==> src/rtl/uart_mmio_responder_pkg.sv <==
// Shared constants for the uart_mmio_responder console device:
// register offsets, STATUS bit positions, RX-empty code and RX FSM encodings.
package uart_mmio_responder_pkg;

    localparam logic [1:0] UART_DATA_OFF   = 2'd0;
    localparam logic [1:0] UART_STATUS_OFF = 2'd1;

    localparam int STAT_TX_FULL  = 0;
    localparam int STAT_TX_EMPTY = 1;
    localparam int STAT_RX_VALID = 2;
    localparam int STAT_TX_OVF   = 3;

    localparam logic [7:0] RX_EMPTY_CODE = 8'hFF;

    localparam logic [1:0] RX_IDLE = 2'd0;
    localparam logic [1:0] RX_POLL = 2'd1;
    localparam logic [1:0] RX_WAIT = 2'd2;

endpackage

==> src/rtl/uart_tx_fifo.sv <==
// Byte-wide synchronous FIFO for the console TX path; binary pointers with one
// extra wrap bit. Pushes while full and pops while empty are ignored.
module uart_tx_fifo #(
    parameter int DEPTH = 8
) (
    input  logic                     clk,
    input  logic                     rst_n,
    input  logic                     push,
    input  logic                     pop,
    input  logic [7:0]               wdata,
    output logic [7:0]               rdata,
    output logic                     full,
    output logic                     empty,
    output logic [$clog2(DEPTH):0]   count
);

    localparam int AW = $clog2(DEPTH);

    logic [AW:0] wr_ptr;
    logic [AW:0] rd_ptr;
    logic [7:0]  mem [DEPTH];
    logic        do_push;
    logic        do_pop;

    assign full    = (wr_ptr[AW] != rd_ptr[AW]) && (wr_ptr[AW-1:0] == rd_ptr[AW-1:0]);
    assign empty   = (wr_ptr == rd_ptr);
    assign count   = wr_ptr - rd_ptr;
    assign do_push = push && !full;
    assign do_pop  = pop && !empty;
    assign rdata   = mem[rd_ptr[AW-1:0]];

    always_ff @(posedge clk or negedge rst_n) begin
        if (!rst_n) begin
            wr_ptr <= '0;
            rd_ptr <= '0;
        end else begin
            if (do_push) wr_ptr <= wr_ptr + 1'b1;
            if (do_pop)  rd_ptr <= rd_ptr + 1'b1;
        end
    end

    always_ff @(posedge clk) begin
        if (do_push) mem[wr_ptr[AW-1:0]] <= wdata;
    end

endmodule

==> src/rtl/uart_mmio_responder.sv <==
// Memory-mapped console: DATA stores feed the harness UART, DATA loads return polled RX bytes.
// Optional UART_LOOPBACK_EN routes drained TX bytes into the RX holding register instead of polling.
//
// state   | meaning
// RX_IDLE | holding register full, or about to poll
// RX_POLL | uart_in_valid_o high, harness reply sampled this cycle
// RX_WAIT | backoff after an empty poll
module uart_mmio_responder
    import uart_mmio_responder_pkg::*;
#(
    parameter logic [31:0] BASE_ADDR     = 32'h1FE0_01E0,
    parameter int          TX_DEPTH      = 8,
    parameter int          POLL_INTERVAL = 16
) (
    input  logic        clk,
    input  logic        rst_n,
    input  logic        ce_i,
    input  logic        we_i,
    input  logic [31:0] addr_i,
    input  logic [3:0]  sel_i,
    input  logic [31:0] data_i,
    output logic [31:0] data_o,
    output logic        uart_out_valid_o,
    output logic [7:0]  uart_out_ch_o,
    output logic        uart_in_valid_o,
    input  logic [7:0]  uart_in_ch_i
);

    localparam int CNT_W = $clog2(POLL_INTERVAL + 1);
    localparam int CW    = $clog2(TX_DEPTH) + 1;

    logic             hit;
    logic             ld;
    logic             st;
    logic [1:0]       off;
    logic             tx_push_req;
    logic             tx_drain;
    logic             tx_full;
    logic             tx_empty;
    logic [CW-1:0]    tx_count;
    logic [7:0]       tx_rdata;
    logic             tx_ovf;
    logic             rx_valid;
    logic [7:0]       rx_byte;
    logic             rx_pop;
    logic [1:0]       rx_state;
    logic [CNT_W-1:0] rx_cnt;
    logic [3:0]       status;
    logic             unused_bits;

    assign unused_bits = ^{addr_i[1:0], sel_i[3:1], data_i[31:8], uart_in_ch_i};

    assign hit         = ce_i && (addr_i[31:4] == BASE_ADDR[31:4]);
    assign off         = addr_i[3:2];
    assign ld          = hit && !we_i;
    assign st          = hit && we_i;
    assign tx_push_req = st && (off == UART_DATA_OFF) && sel_i[0];
    assign rx_pop      = ld && (off == UART_DATA_OFF) && rx_valid;

`ifdef UART_LOOPBACK_EN
    assign tx_drain        = (tx_count != '0) && !rx_valid;
    assign uart_in_valid_o = 1'b0;
`else
    assign tx_drain        = (tx_count != '0);
    assign uart_in_valid_o = (rx_state == RX_POLL);
`endif

    uart_tx_fifo #(.DEPTH(TX_DEPTH)) u_tx_fifo (
        .clk   (clk),
        .rst_n (rst_n),
        .push  (tx_push_req),
        .pop   (tx_drain),
        .wdata (data_i[7:0]),
        .rdata (tx_rdata),
        .full  (tx_full),
        .empty (tx_empty),
        .count (tx_count)
    );

    always_comb begin
        status                = '0;
        status[STAT_TX_FULL]  = tx_full;
        status[STAT_TX_EMPTY] = tx_empty;
        status[STAT_RX_VALID] = rx_valid;
        status[STAT_TX_OVF]   = tx_ovf;
    end

    always_ff @(posedge clk or negedge rst_n) begin
        if (!rst_n) begin
            uart_out_valid_o <= 1'b0;
            uart_out_ch_o    <= 8'h00;
        end else begin
            uart_out_valid_o <= tx_drain;
            if (tx_drain) uart_out_ch_o <= tx_rdata;
        end
    end

    // A dropped push wins over a STATUS read clearing on the same edge.
    always_ff @(posedge clk or negedge rst_n) begin
        if (!rst_n) begin
            tx_ovf <= 1'b0;
        end else begin
            if (ld && (off == UART_STATUS_OFF)) tx_ovf <= 1'b0;
            if (tx_push_req && tx_full)         tx_ovf <= 1'b1;
        end
    end

    always_ff @(posedge clk or negedge rst_n) begin
        if (!rst_n) begin
            data_o <= '0;
        end else if (ld) begin
            case (off)
                UART_DATA_OFF:   data_o <= {24'b0, rx_valid ? rx_byte : RX_EMPTY_CODE};
                UART_STATUS_OFF: data_o <= {28'b0, status};
                default:         data_o <= '0;
            endcase
        end
    end

    always_ff @(posedge clk or negedge rst_n) begin
        if (!rst_n) begin
            rx_state <= RX_IDLE;
            rx_cnt   <= '0;
            rx_valid <= 1'b0;
            rx_byte  <= 8'h00;
        end else begin
            if (rx_pop) rx_valid <= 1'b0;
`ifdef UART_LOOPBACK_EN
            rx_state <= RX_IDLE;
            rx_cnt   <= '0;
            if (tx_drain) begin
                rx_byte  <= tx_rdata;
                rx_valid <= 1'b1;
            end
`else
            case (rx_state)
                RX_IDLE: if (!rx_valid) rx_state <= RX_POLL;
                RX_POLL: begin
                    if (uart_in_ch_i != RX_EMPTY_CODE) begin
                        rx_byte  <= uart_in_ch_i;
                        rx_valid <= 1'b1;
                        rx_state <= RX_IDLE;
                    end else if (POLL_INTERVAL == 1) begin
                        rx_state <= RX_IDLE;
                    end else begin
                        rx_cnt   <= CNT_W'(POLL_INTERVAL - 1);
                        rx_state <= RX_WAIT;
                    end
                end
                // Leaving on count 1 gives POLL_INTERVAL idle cycles including the IDLE hop.
                RX_WAIT: begin
                    rx_cnt <= rx_cnt - 1'b1;
                    if (rx_cnt <= CNT_W'(1)) rx_state <= RX_IDLE;
                end
                default: rx_state <= RX_IDLE;
            endcase
`endif
        end
    end

endmodule
==> config.mk <==
export PLATFORM = sky130hd
export DESIGN_NAME = uart_mmio_responder
export DESIGN_NICKNAME = d
export VERILOG_FILES = /design/src/rtl/uart_mmio_responder_pkg.sv /design/src/rtl/uart_tx_fifo.sv /design/src/rtl/uart_mmio_responder.sv
export SDC_FILE = /design/constraint.sdc
export NUM_CORES = 1
export LEC_CHECK = 0
export CAP_MARGIN = 10
export CORE_MARGIN = 2
export CORE_UTILIZATION = 53
export DETAILED_ROUTE_END_ITERATION = 7
export PLACE_DENSITY = 0.86
export SETUP_SLACK_MARGIN = 0.02
export SKIP_LAST_GASP = 1
export SYNTH_ARGS = -nofsm -noshare
export SYNTH_HDL_FRONTEND = slang
export SYNTH_HIERARCHICAL = 1
export SYNTH_SLANG_ARGS = --single-unit
==> constraint.sdc <==
create_clock -name clk -period 6.4 [get_ports clk]
set_clock_uncertainty 0.15 [all_clocks]
set_input_delay 1.92 -clock clk [delete_from_list [all_inputs] [get_ports clk]]
set_output_delay 1.92 -clock clk [all_outputs]
set_load 0.005 [all_outputs]
* Word-level counts from Yosys, hierarchy flattened
Memory sizes are Yosys's and may differ from the RTL's. A register that Yosys moved wholly into a read port is not among the register bits. Index checks and enable logic that the tools add are counted.
Storage, ports and cells: register bits after elaboration 58, RAM bits 64, input bits 80, output and inout port bits 42, word-level logic and storage cells 65, memories 1
Memory list:
- u_tx_fifo.mem | depth 8, width 8, read ports 1, clocked after memory_dff 1, wr ports 1, line uart_tx_fifo.sv:21 | logic [7:0] mem [DEPTH];
Operators by class: $add $sub $neg 4, magnitude comparators 1, equal/unequal tests 11, muxes and demuxes 15, reductions and logical operators 24
Operators with widths (number):
- $eq A28 B25 Y1 const B | 1
- $pmux W8 S2 | 1
- $logic_and A1 B1 Y1 | 12
- $pmux W5 S2 | 1
- $add A4 B1 Y4 const B | 2
- $mux W8 | 1
- $ne A8 B8 Y1 const B | 1
- $mux W1 | 7
- $mux W2 | 3
- $ne A2 B2 Y1 const B | 3
- $pmux W2 S3 | 1
- $reduce_and A2 Y1 | 3
- $le A5 B1 Y1 const B | 1
- $mux W5 | 1
- $sub A5 B1 Y5 const B | 1
- $eq A2 B1 Y1 const B | 2
- $eq A4 B4 Y1 | 1
- $logic_not A1 Y1 | 4
- $logic_not A2 Y1 | 2
- $reduce_bool A2 Y1 | 2
- $reduce_bool A4 Y1 | 1
- $sub A4 B4 Y4 | 1
- $eq A3 B3 Y1 | 1
- $eq A2 B2 Y1 const B | 1
- $ne A1 B1 Y1 | 1

* Depth between registers and ports, before layout
Gate-level depths: netlist of run 1.
depth after elaboration 8, depth in mapped cells 12, depth with buffers taken out 11

* Hierarchy
Netlist of run 1, hierarchy kept.
By module, submodules not included:
- uart_tx_fifo | times used 1, cells an instance 167, area an instance 2992.9 µm², sequential area each 2122.0 µm²
- uart_mmio_responder | times used 1, cells an instance 153, area an instance 1766.7 µm², sequential area each 850.8 µm²

* Worst setup path before layout of run 1
Ideal clock, no wire load.
kind in2reg, from in addr_i[12], to mem u_tx_fifo.mem[0][0], enable pin, setup time 0.395 ns, data arrival time 4.092 ns, required time 5.855 ns, slack 1.764 ns, stages on the path 5, buffers on the path 0, cell sequence nor4_1 > nand4_1 > nor4_1 > o21ai_4 > nor4_1
Between the ends: cells in the longest elaborated chain, start to end 8
RTL lines:
- from (decl) | line uart_mmio_responder.sv:19 | input logic [31:0] addr_i,
- $eq A28 B25 Y1 | line uart_mmio_responder.sv:53 | assign hit = ce_i && (addr_i[31:4] == BASE_ADDR[31:4]);
- $logic_and A1 B1 Y1 | line uart_mmio_responder.sv:53
- $logic_and A1 B1 Y1 | line uart_mmio_responder.sv:56 | assign st = hit && we_i;
- $logic_and A1 B1 Y1 (2 in series) | line uart_mmio_responder.sv:57 | assign tx_push_req = st && (off == UART_DATA_OFF) && sel_i[0];
- net tx_push_req | line uart_mmio_responder.sv:36 | logic tx_push_req;
- $logic_and A1 B1 Y1 | line uart_tx_fifo.sv:28 | assign do_push = push && !full;
- $mux W1 | line uart_tx_fifo.sv:43 | if (do_push) mem[wr_ptr[AW-1:0]] <= wdata;
- $mux W1 (not written as such) | line uart_tx_fifo.sv:43
- to (decl) | line uart_tx_fifo.sv:21
The timed path passes the listed nets, and every way through them passes these cells.

* Final worst setup path of run 1
from in addr_i[12], to mem u_tx_fifo.mem[6][1], enable pin
The elaborated chain is that of the path after synthesis.

==> run summary, run 1 <==
Die X - 98.8 µm
Ys Warns - 6
Status - finished, final reports clean
Area of the mapped netlist - 4760 µm²
Mux cell area share after synthesis - 14.1%
Sequential-to-total area share from yosys stat - 62.5%
DR DRC count - 0
Commonest non-fill, non-tap cell in the layout - clkdlybuf4s50_1
Final worst path period share - 77.3%
RSZ-0062 raised after global routing - false
Top cell type by total area after synthesis - edfxtp_1
Combinational family with the most area after synthesis - multiplexers
Top cells by area, synth - edfxtp_1 40%, dfrtp_1 22%, mux4_2 7.1%, mux2_2 5.9%, buf_4 3.8%
Antenna viol nets, final - 0
P&R area growth vs syn - 19.5%
XOR/XNOR share of the synthesized area - 2.18%
Diodes inserted - 0
Max Root-Sink Buffers - 2
Post-synth EDFFs - 64
All-layer global routing usage - 19.7%
Max Fanout on Critical Path - 5
CTS Buf Count - 9
Routed wire length per instance - 17.6 µm
# IOs - 122
Gr busiest metal - met2
Setup crit start kind - input pin
Max-slew violations - 0
CTS Hold Bufs - 0
Ys flop type - edfxtp_1
Total power - 1.18 mW
Ys async rst share - 39.6%
Yosys cell types - 50
Total gr overflow - 0
Fin. Hold Viols - 0
Commonest cells after routing, fill and taps aside - 67 x clkdlybuf4s50_1, 64 x edfxtp_1, 42 x dfrtp_1
H-tree depth - 3
Via count - 2787
Postcts setup bufs - 0
Vias/cell - 5.41
Worst Path Class, Setup - input pin to register
GR Util met3 - 3.83%
Nets - 490
Post-synthesis compound-gate area fraction - 3.60%
Die Ht - 98.8 µm
Static Leakage - 2.27 nW
Synthesized-area fraction occupied by and/or/nand/nor cells - 9.15%
Top-area cell type share of the netlist area - 40.4%
Initial core utilization - 54.6%
Setup TNS - 0 ns
Post-synthesis cell count - 320
Num rows - 34
Worst endpoint required time - 6.34 ns
GR Util met1 - 23.8%
CTS root buf - clkbuf_8
Seq cells post-synth - 106
Core area - 8720 µm²
Die area - 9750 µm²
Layout cell share with drive strength beyond 1 - 19.7%
Fillcell total - 614
Initial DRT Pass Iterations - 4
DP Wirelength - 6.45 mm
Worst slew pin tran - 0.940 ns
Worst Hold Class - register to register
Clk sinks - 106
Skew-Pair Late Insertion Delay - 0.38 ns
Synth Area in Adders - 2.26%
Final setup vio count - 0
CTS clk-pin slew, worst paths - 0.10 ns
Initial DRC count - 172
Port bufs - 68
Crit path largest cell delay - 0.84 ns
Max-slew headroom - 37.4%
Most used cell along the critical path - nor4_1
Final wirelength - 9.06 mm
MaxCap Viol Count - 0
Worst Hold Slack - 0.316 ns
Power Dens Cells - 207 nW/µm²
Global-route wire length before repair - 14.6 mm
Peak supply drop - 0.000171 V
Worst-path cell chain - clkdlybuf4s50_1, nor4_1, nand4_1, nor4_1, o211ai_2, nor2_1, buf_4
Initial antenna violation count - 0
Worst path arrival time - 4.88 ns
Top achievable clock speed - 202 MHz
Largest net degree at the start of global routing - 43
Tmin final - 4.95 ns
Grt met2 use - 34.4%
Fin util - 65.2%
R2R setup slack - 3.28 ns
Final GP Congestion - 0.782
Average cell area after synthesis - 14.9 µm²
Vias in the first global route - 2876
CP max stage cell - nor4_1
Post-CTS sizing - 0
Worst Setup End Kind - register
CTS tree - yes
routing by layer:
metal | part of all wire, % | vias to the layer above
met1 | 40 | 1360
met5 | 0 | -
li1 | - | 1299
met4 | 2.0 | 0
met3 | 6.0 | 18
met2 | 52 | 110
state kept, by name, summed over array words and instances, names as in the netlist, 2 cells and up:
signal	cells
rx_byte	8
u_tx_fifo/mem	64
data_o	8
rx_cnt	5
uart_out_ch_o	8
u_tx_fifo/rd_ptr	4
u_tx_fifo/wr_ptr	4
rx_state	2
synth_stat cells (3+ instances only):
library cell	instances
inv_1	16
xor2_1	4
mux4_2	15
dfrtp_1	42
edfxtp_1	64
nor3_1	5
nand2b_1	5
and4_1	3
nor2_1	14
buf_4	24
nand2_1	33
ha_1	7
o22ai_1	3
buf_2	3
mux2_2	25
xnor2_1	6
nor4_1	5
a21oi_1	6
nand3_1	3
cell families (layout without fill, tap and decap cells):
kind of cell,count (synthesis),in the layout
adder cells (fa/ha/maj),8,8
flip-flops,106,106
XOR/XNOR,11,11
multiplexers,43,43
AND/OR/NAND/NOR,81,81
buffers and inverters,47,111
other,1,24
AO/OA/AOI/OAI,23,23
worst max-delay path, delay by kind of cell:
kind,cells,cell delay (ns)
AOI/OAI and AO/OA,1,0.31
buffers and inverters,2,0.63
and+or+nand+nor,4,2.01
power by group:
group / switching, mW / internal [mW] / total [mW]
logic: 0.0241 / 0.0332 / 0.0573
registers: 0.00225 / 0.729 / 0.732
clock network: 0.231 / 0.158 / 0.390
total: 0.258 / 0.921 / 1.18
final timing paths:
| check | from | depth (start not counted) | end |
|---|---|---|---|
| max | addr_i[12] | 7 | u_tx_fifo/mem[6][1]$_DFFE_PP_ |
| min | rx_state[1]$_DFFE_PN0P_ | 1 | rx_state[0]$_DFFE_PN0P_ |
| max reg2reg | u_tx_fifo/rd_ptr[1]$_DFFE_PN0P_ | 10 | u_tx_fifo/rd_ptr[1]$_DFFE_PN0P_ |
| min reg2reg | rx_state[1]$_DFFE_PN0P_ | 1 | rx_state[0]$_DFFE_PN0P_ |
| max in group asynchronous | rst_n | 1 | rx_state[1]$_DFFE_PN0P_ |
| min in group asynchronous | rst_n | 1 | data_o[5]$_DFFE_PN0N_ |
per-stage QoR:
step | worst slack [ns] | instance area (µm²) | instances
2_1_floorplan | 1.76 | 4850 | 343
3_3_place_gp | 1.10 | 5500 | 499
3_5_place_dp | 1.01 | 5500 | 499
4_1_cts | 1.41 | 5690 | 515
5_1_grt | 1.25 | 5690 | 515
6_report | 1.45 | 5690 | 515
area by class of cell:
type / count / area, µm² / area share, %
repair buffers: 78 / 751 / 13.2
clock inverters: 5 / 42.5 / 0.748
flip-flops and latches: 106 / 2970 / 52.3
well taps: 108 / 135 / 2.38
inverters: 17 / 63.8 / 1.12
multi-input cells: 190 / 1580 / 27.8
clock buffers: 11 / 141 / 2.49
No activity file was read; power rests on OpenSTA's default activity.
==> inputs of run 2 (changes only) <==
--- a/config.mk
+++ b/config.mk
@@ -7,9 +7,9 @@
 export LEC_CHECK = 0
 export CAP_MARGIN = 10
 export CORE_MARGIN = 2
-export CORE_UTILIZATION = 53
+export CORE_UTILIZATION = 44
 export DETAILED_ROUTE_END_ITERATION = 7
-export PLACE_DENSITY = 0.86
+export PLACE_DENSITY = 0.76
 export SETUP_SLACK_MARGIN = 0.02
 export SKIP_LAST_GASP = 1
 export SYNTH_ARGS = -nofsm -noshare
==> constraint.sdc (replaced) <==
create_clock -name clk -period 4.1 [get_ports clk]
set_clock_uncertainty 0.15 [all_clocks]
set_input_delay 1.23 -clock clk [delete_from_list [all_inputs] [get_ports clk]]
set_output_delay 1.23 -clock clk [all_outputs]
set_load 0.005 [all_outputs]
==> run 2 against run 1 <==
  * Via count is 0.54% higher
  * First-iteration DRC count is 20% lower
  * Routed wire length is 2.0% lower
  * Non-clock buffer count is 2 higher
  * Critical path depth is 1 higher
  * Total power is 58% higher
  * Combinational power is 56% higher
  * Design area is 1.2% higher
  * Worst hold slack better by 0.0033 ns
  * Highest routed layer unchanged
  * Sequential share of layout area is 0.60 points lower
  * Clock power is 61% higher
  * Sequential power is 56% higher
==> run summary, run 2 (synthesis gave the netlist of run 1 again) <==
MaxCap Viol Count - 0
Max Fanout on Critical Path - 8
DP Worst Slack - 0.345 ns
Non-filler cells, final - 545
Final Worst Setup Slack - 0.736 ns
DR DRC count - 0
Final wirelength - 8.87 mm
Initial antenna violation count - 0
WHS Endpoint - rx_state[0]$_DFFE_PN0P_
Die X - 108 µm
Routed wire length per instance - 16.3 µm
Final GP Congestion - 0.805
Reg-to-Reg Start - u_tx_fifo/rd_ptr[1]$_DFFE_PN0P_
Worst endpoint required time - 4.03 ns
Core area - 10400 µm²
Total power - 1.86 mW
Via count - 2802
DP Wirelength - 6.08 mm
Static Leakage - 2.29 nW
All-layer global routing usage - 16.3%
Hold Path Cell Cnt - 1
Final worst path period share - 82.0%
Fin util - 55.2%
Fin. Hold Viols - 0
Nets - 492
Antenna viol nets, final - 0
Power Dens Cells - 323 nW/µm²
Placed Area - 5550 µm²
Commonest cells after routing, fill and taps aside - 67 x clkdlybuf4s50_1, 64 x edfxtp_1, 42 x dfrtp_1
Worst slew pin tran - 1.00 ns
Vias/cell - 5.14
Die Ht - 108 µm
Hold path start - rx_state[0]$_DFFE_PN0P_
Status - finished, final reports clean
P&R area growth vs syn - 20.8%
Fillcell total - 851
Worst Path Class, Setup - input pin to register
Worst Hold Slack - 0.319 ns
Postcts setup bufs - 0
Post-CTS sizing - 0
Setup crit start kind - input pin
R2R setup slack - 0.98 ns
Final Instance Area - 5750 µm²
Setup TNS - 0 ns
Vias in the first global route - 2751
Final setup vio count - 0
Worst Hold Class - register to register
Initial DRC count - 137
Port bufs - 68
Placed Cells - 529
Largest net degree at the start of global routing - 43
Crit Reg-Reg Endpoint - u_tx_fifo/rd_ptr[1]$_DFFE_PN0P_
Tmin final - 3.36 ns
Max-slew headroom - 33.3%
Die area - 11700 µm²
Top achievable clock speed - 297 MHz
Diodes inserted - 0
Max-slew violations - 0
Global-route wire length before repair - 14.3 mm
Worst Setup End Kind - register
Skew-Pair Late Insertion Delay - 0.37 ns
CTS clk-pin slew, worst paths - 0.10 ns
Initial core utilization - 45.7%
H-tree depth - 3
CTS root buf - clkbuf_8
Worst path arrival time - 3.30 ns
Num rows - 37
CTS Hold Bufs - 0
Max FFs per register - 64
RSZ-0062 raised after global routing - false
Commonest non-fill, non-tap cell in the layout - clkdlybuf4s50_1
Total gr overflow - 0
FF-to-FF path depth - 10
Max Root-Sink Buffers - 2
CTS Buf Count - 9
Layout cell share with drive strength beyond 1 - 20.3%
Initial DRT Pass Iterations - 4
Clk sinks - 106
Peak supply drop - 0.000273 V
# IOs - 122
CTS tree - yes
## run 2: changes by cell type in the layout (fill, tap and decap cells not counted)
cell | before | now
inv_8 | 1 | 3
clkbuf_8 | 10 | 9
clkbuf_1 | 1 | 0
buf_4 | 10 | 12
clkinv_8 | 0 | 1
clkinv_4 | 0 | 1
inv_6 | 3 | 2
clkinvlp_2 | 1 | 0
## run 2: layout make-up
class / instances / area (µm²) / share of cell area [%]
multi-input cells: 190 / 1580 / 27.5
flip-flops and latches: 106 / 2970 / 51.7
repair buffers: 80 / 766 / 13.3
inverters: 17 / 63.8 / 1.11
clock buffers: 9 / 124 / 2.15
clock inverters: 7 / 76.3 / 1.33
well taps: 136 / 170 / 2.96
## run 2: metal layers
metal / vias to the layer above / part of all wire (%) / global-route usage [%]
met2: 101 / 49 / 27.7
met5: - / 0 / 0
met4: 0 / 0.86 / 4.12
met1: 1394 / 44 / 21.1
li1: 1300 / - / -
met3: 7 / 5.9 / 3.98
## run 2: how the worst max path moves through the flow
stage	start	to	slack (ns)
after global placement	addr_i[12]	u_tx_fifo/mem[0][4]$_DFFE_PP_	0.43
after floorplan	addr_i[12]	u_tx_fifo/mem[0][0]$_DFFE_PP_	0.15
after global routing	addr_i[12]	u_tx_fifo/mem[5][2]$_DFFE_PP_	0.54
after CTS	addr_i[10]	u_tx_fifo/mem[2][5]$_DFFE_PP_	0.74
final	addr_i[12]	u_tx_fifo/mem[0][2]$_DFFE_PP_	0.74
after detailed placement	addr_i[10]	u_tx_fifo/mem[2][4]$_DFFE_PP_	0.34
## run 2: worst max-delay path, stage by stage
cell and delay (ns):
clkdlybuf4s50_1 0.40, nor4_1 0.28, nand4_1 0.28, nor4_1 0.37
buf_4 0.20, o21ai_4 0.09, nor4_1 0.19, buf_4 0.25
## run 2: report_power, final
group / leakage, nW / internal [mW] / total (mW) / switching (mW)
clock: 0.103 / 0.244 / 0.629 / 0.385
combinational: 1.04 / 0.0518 / 0.0895 / 0.0378
sequential: 1.14 / 1.14 / 1.14 / 0.00365
==> inputs of run 3 (changes only) <==
==> constraint.sdc (replaced) <==
create_clock -name clk -period 2.9 [get_ports clk]
set_clock_uncertainty 0.15 [all_clocks]
set_input_delay 0.87 -clock clk [delete_from_list [all_inputs] [get_ports clk]]
set_output_delay 0.87 -clock clk [all_outputs]
set_load 0.005 [all_outputs]
==> run 3 against run 2 <==
  * Die area unchanged
  * Critical path depth is 1 higher
  * Combinational power is 54% higher
==> run summary, run 3 (synthesis gave the netlist of run 1 again) <==
Status - finished, final reports clean
CTS root buf - clkbuf_8
Commonest non-fill, non-tap cell in the layout - edfxtp_1
Final worst path period share - 97.8%
Placed Cells - 547
Vias/cell - 5.14
Initial antenna violation count - 0
Power Dens Cells - 436 nW/µm²
Worst Hold Class - input pin to asynchronous set/reset pin
Initial DRT Pass Iterations - 4
Max FFs per register - 64
Layout cell share with drive strength beyond 1 - 26.0%
Initial DRC count - 136
Top achievable clock speed - 353 MHz
P&R area growth vs syn - 27.6%
Routed wire length per instance - 17.2 µm
Clk sinks - 106
Worst slew pin tran - 0.506 ns
Fin. Hold Viols - 0
RSZ-0062 raised after global routing - false
Diodes inserted - 0
Setup crit start kind - input pin
Skew-Pair Late Insertion Delay - 0.38 ns
Largest net degree at the start of global routing - 20
Global-route wire length before repair - 15.8 mm
Die area - 11700 µm²
Die Ht - 108 µm
# IOs - 122
Initial core utilization - 45.7%
CTS clk-pin slew, worst paths - 0.10 ns
DR DRC count - 0
Max-slew headroom - 66.2%
Vias in the first global route - 3059
Tmin final - 2.84 ns
MaxCap Viol Count - 0
Final setup vio count - 0
CTS Buf Count - 9
Max Fanout on Critical Path - 5
Worst path arrival time - 2.79 ns
Die X - 108 µm
Final wirelength - 9.75 mm
All-layer global routing usage - 18.2%
Core area - 10400 µm²
Total gr overflow - 0
Num rows - 37
Commonest cells after routing, fill and taps aside - 64 x edfxtp_1, 52 x clkdlybuf4s50_1, 42 x dfrtp_1
Worst endpoint required time - 2.85 ns
Max-slew violations - 0
Final GP Congestion - 0.734
Via count - 2913
Worst Setup End Kind - register
DP Wirelength - 6.97 mm
CTS tree - yes
Worst Path Class, Setup - input pin to register
Non-filler cells, final - 567
Setup TNS - 0 ns
Max Root-Sink Buffers - 2
H-tree depth - 3
Nets - 514
Peak supply drop - 0.000333 V
Antenna viol nets, final - 0
Static Leakage - 2.56 nW
Port bufs - 68
## run 3: changes by cell type in the layout (fill, tap and decap cells not counted), moves of 3 or more
| cell | delta |
|---|---|
| dlymetal6s2s_1 | +15 |
| clkdlybuf4s50_1 | -15 |
| buf_4 | +19 |
| nor4_4 | +3 |
| nor3_1 | -4 |
| nor3_2 | +3 |
| nor4_1 | -3 |
## run 3: path summary, 6_finish.rpt
check | start | cells past startpoint | endpoint | slack, ns
max in group asynchronous | rst_n | 2 | u_tx_fifo/wr_ptr[2]$_DFFE_PN0P_ | 1.84
worst min-delay path | rst_n | 1 | data_o[6]$_DFFE_PN0N_ | 0.23
worst min register to register | rx_state[0]$_DFFE_PN0P_ | 1 | rx_state[0]$_DFFE_PN0P_ | 0.32
worst max register to register | u_tx_fifo/wr_ptr[1]$_DFFE_PN0P_ | 7 | uart_out_ch_o[7]$_DFFE_PN0P_ | 0.25
min in group clk | rx_state[0]$_DFFE_PN0P_ | 1 | rx_state[0]$_DFFE_PN0P_ | 0.32
worst max-delay path | addr_i[29] | 9 | u_tx_fifo/mem[4][2]$_DFFE_PP_ | 0.06
## run 3: final cells by class
| type | count | area [µm²] |
|---|---|---|
| Multi-Input combinational cell | 190 | 1690 |
| Tap cell | 136 | 170 |
| Sequential cell | 106 | 2970 |
| Clock inverter | 6 | 52.6 |
| Timing Repair Buffer | 102 | 988 |
| Fill cell | 796 | 4340 |
| Clock buffer | 10 | 138 |
| Inverter | 17 | 63.8 |
## run 3: through the flow
| step | total power [mW] | util, % | hold WS, ns | setup WS, ns | area [µm²] |
|---|---|---|---|---|---|
| floorplan | 1.70 | - | 0.287 | -0.0398 | 4900 |
| global placement | 1.78 | 55.3 | 0.304 | -0.421 | 5760 |
| detailed placement | 1.78 | 55.3 | 0.308 | -0.440 | 5760 |
| CTS | 2.67 | 57.4 | 0.226 | 0.0251 | 5980 |
| global route | 2.74 | 58.3 | 0.235 | 0.0206 | 6070 |
| finish | 2.65 | 58.3 | 0.226 | 0.0648 | 6070 |
## run 3: repair_timing
| item | 4_1_cts | 5_1_grt |
|---|---|---|
| buffers inserted | 1 | 3 |
| pin swaps | 9 | 10 |
| gates resized for setup | 4 | 20 |
| hold buffers | 0 | 0 |
| setup endpoints to repair | 28 | 64 |
## run 3: report_power, final
group | leakage [nW] | switching, mW | internal [mW] | total [mW]
logic | 1.32 | 0.0602 | 0.0776 | 0.138
registers | 1.14 | 0.00512 | 1.61 | 1.61
clock network | 0.0992 | 0.543 | 0.355 | 0.898
## run 3: critical path, stage by stage
cell and delay (ns):
clkdlybuf4s50_1 0.40, and4b_1 0.26, nand4_2 0.15, nor4_4 0.28, buf_4 0.19, o21ai_4 0.09
buf_4 0.16, nor3_2 0.18, buf_4 0.20
## run 3: layer usage
metal  wire length (µm)  vias up  global-route usage (%)  share of wire [%]
met5                  0        -                       0                  0
met4                114        0                    4.85                1.2
met3                449       12                    4.70                4.6
met2               5190       80                    32.5                 53
met1               4000     1480                    22.0                 41
li1                   -     1341                       -                  -
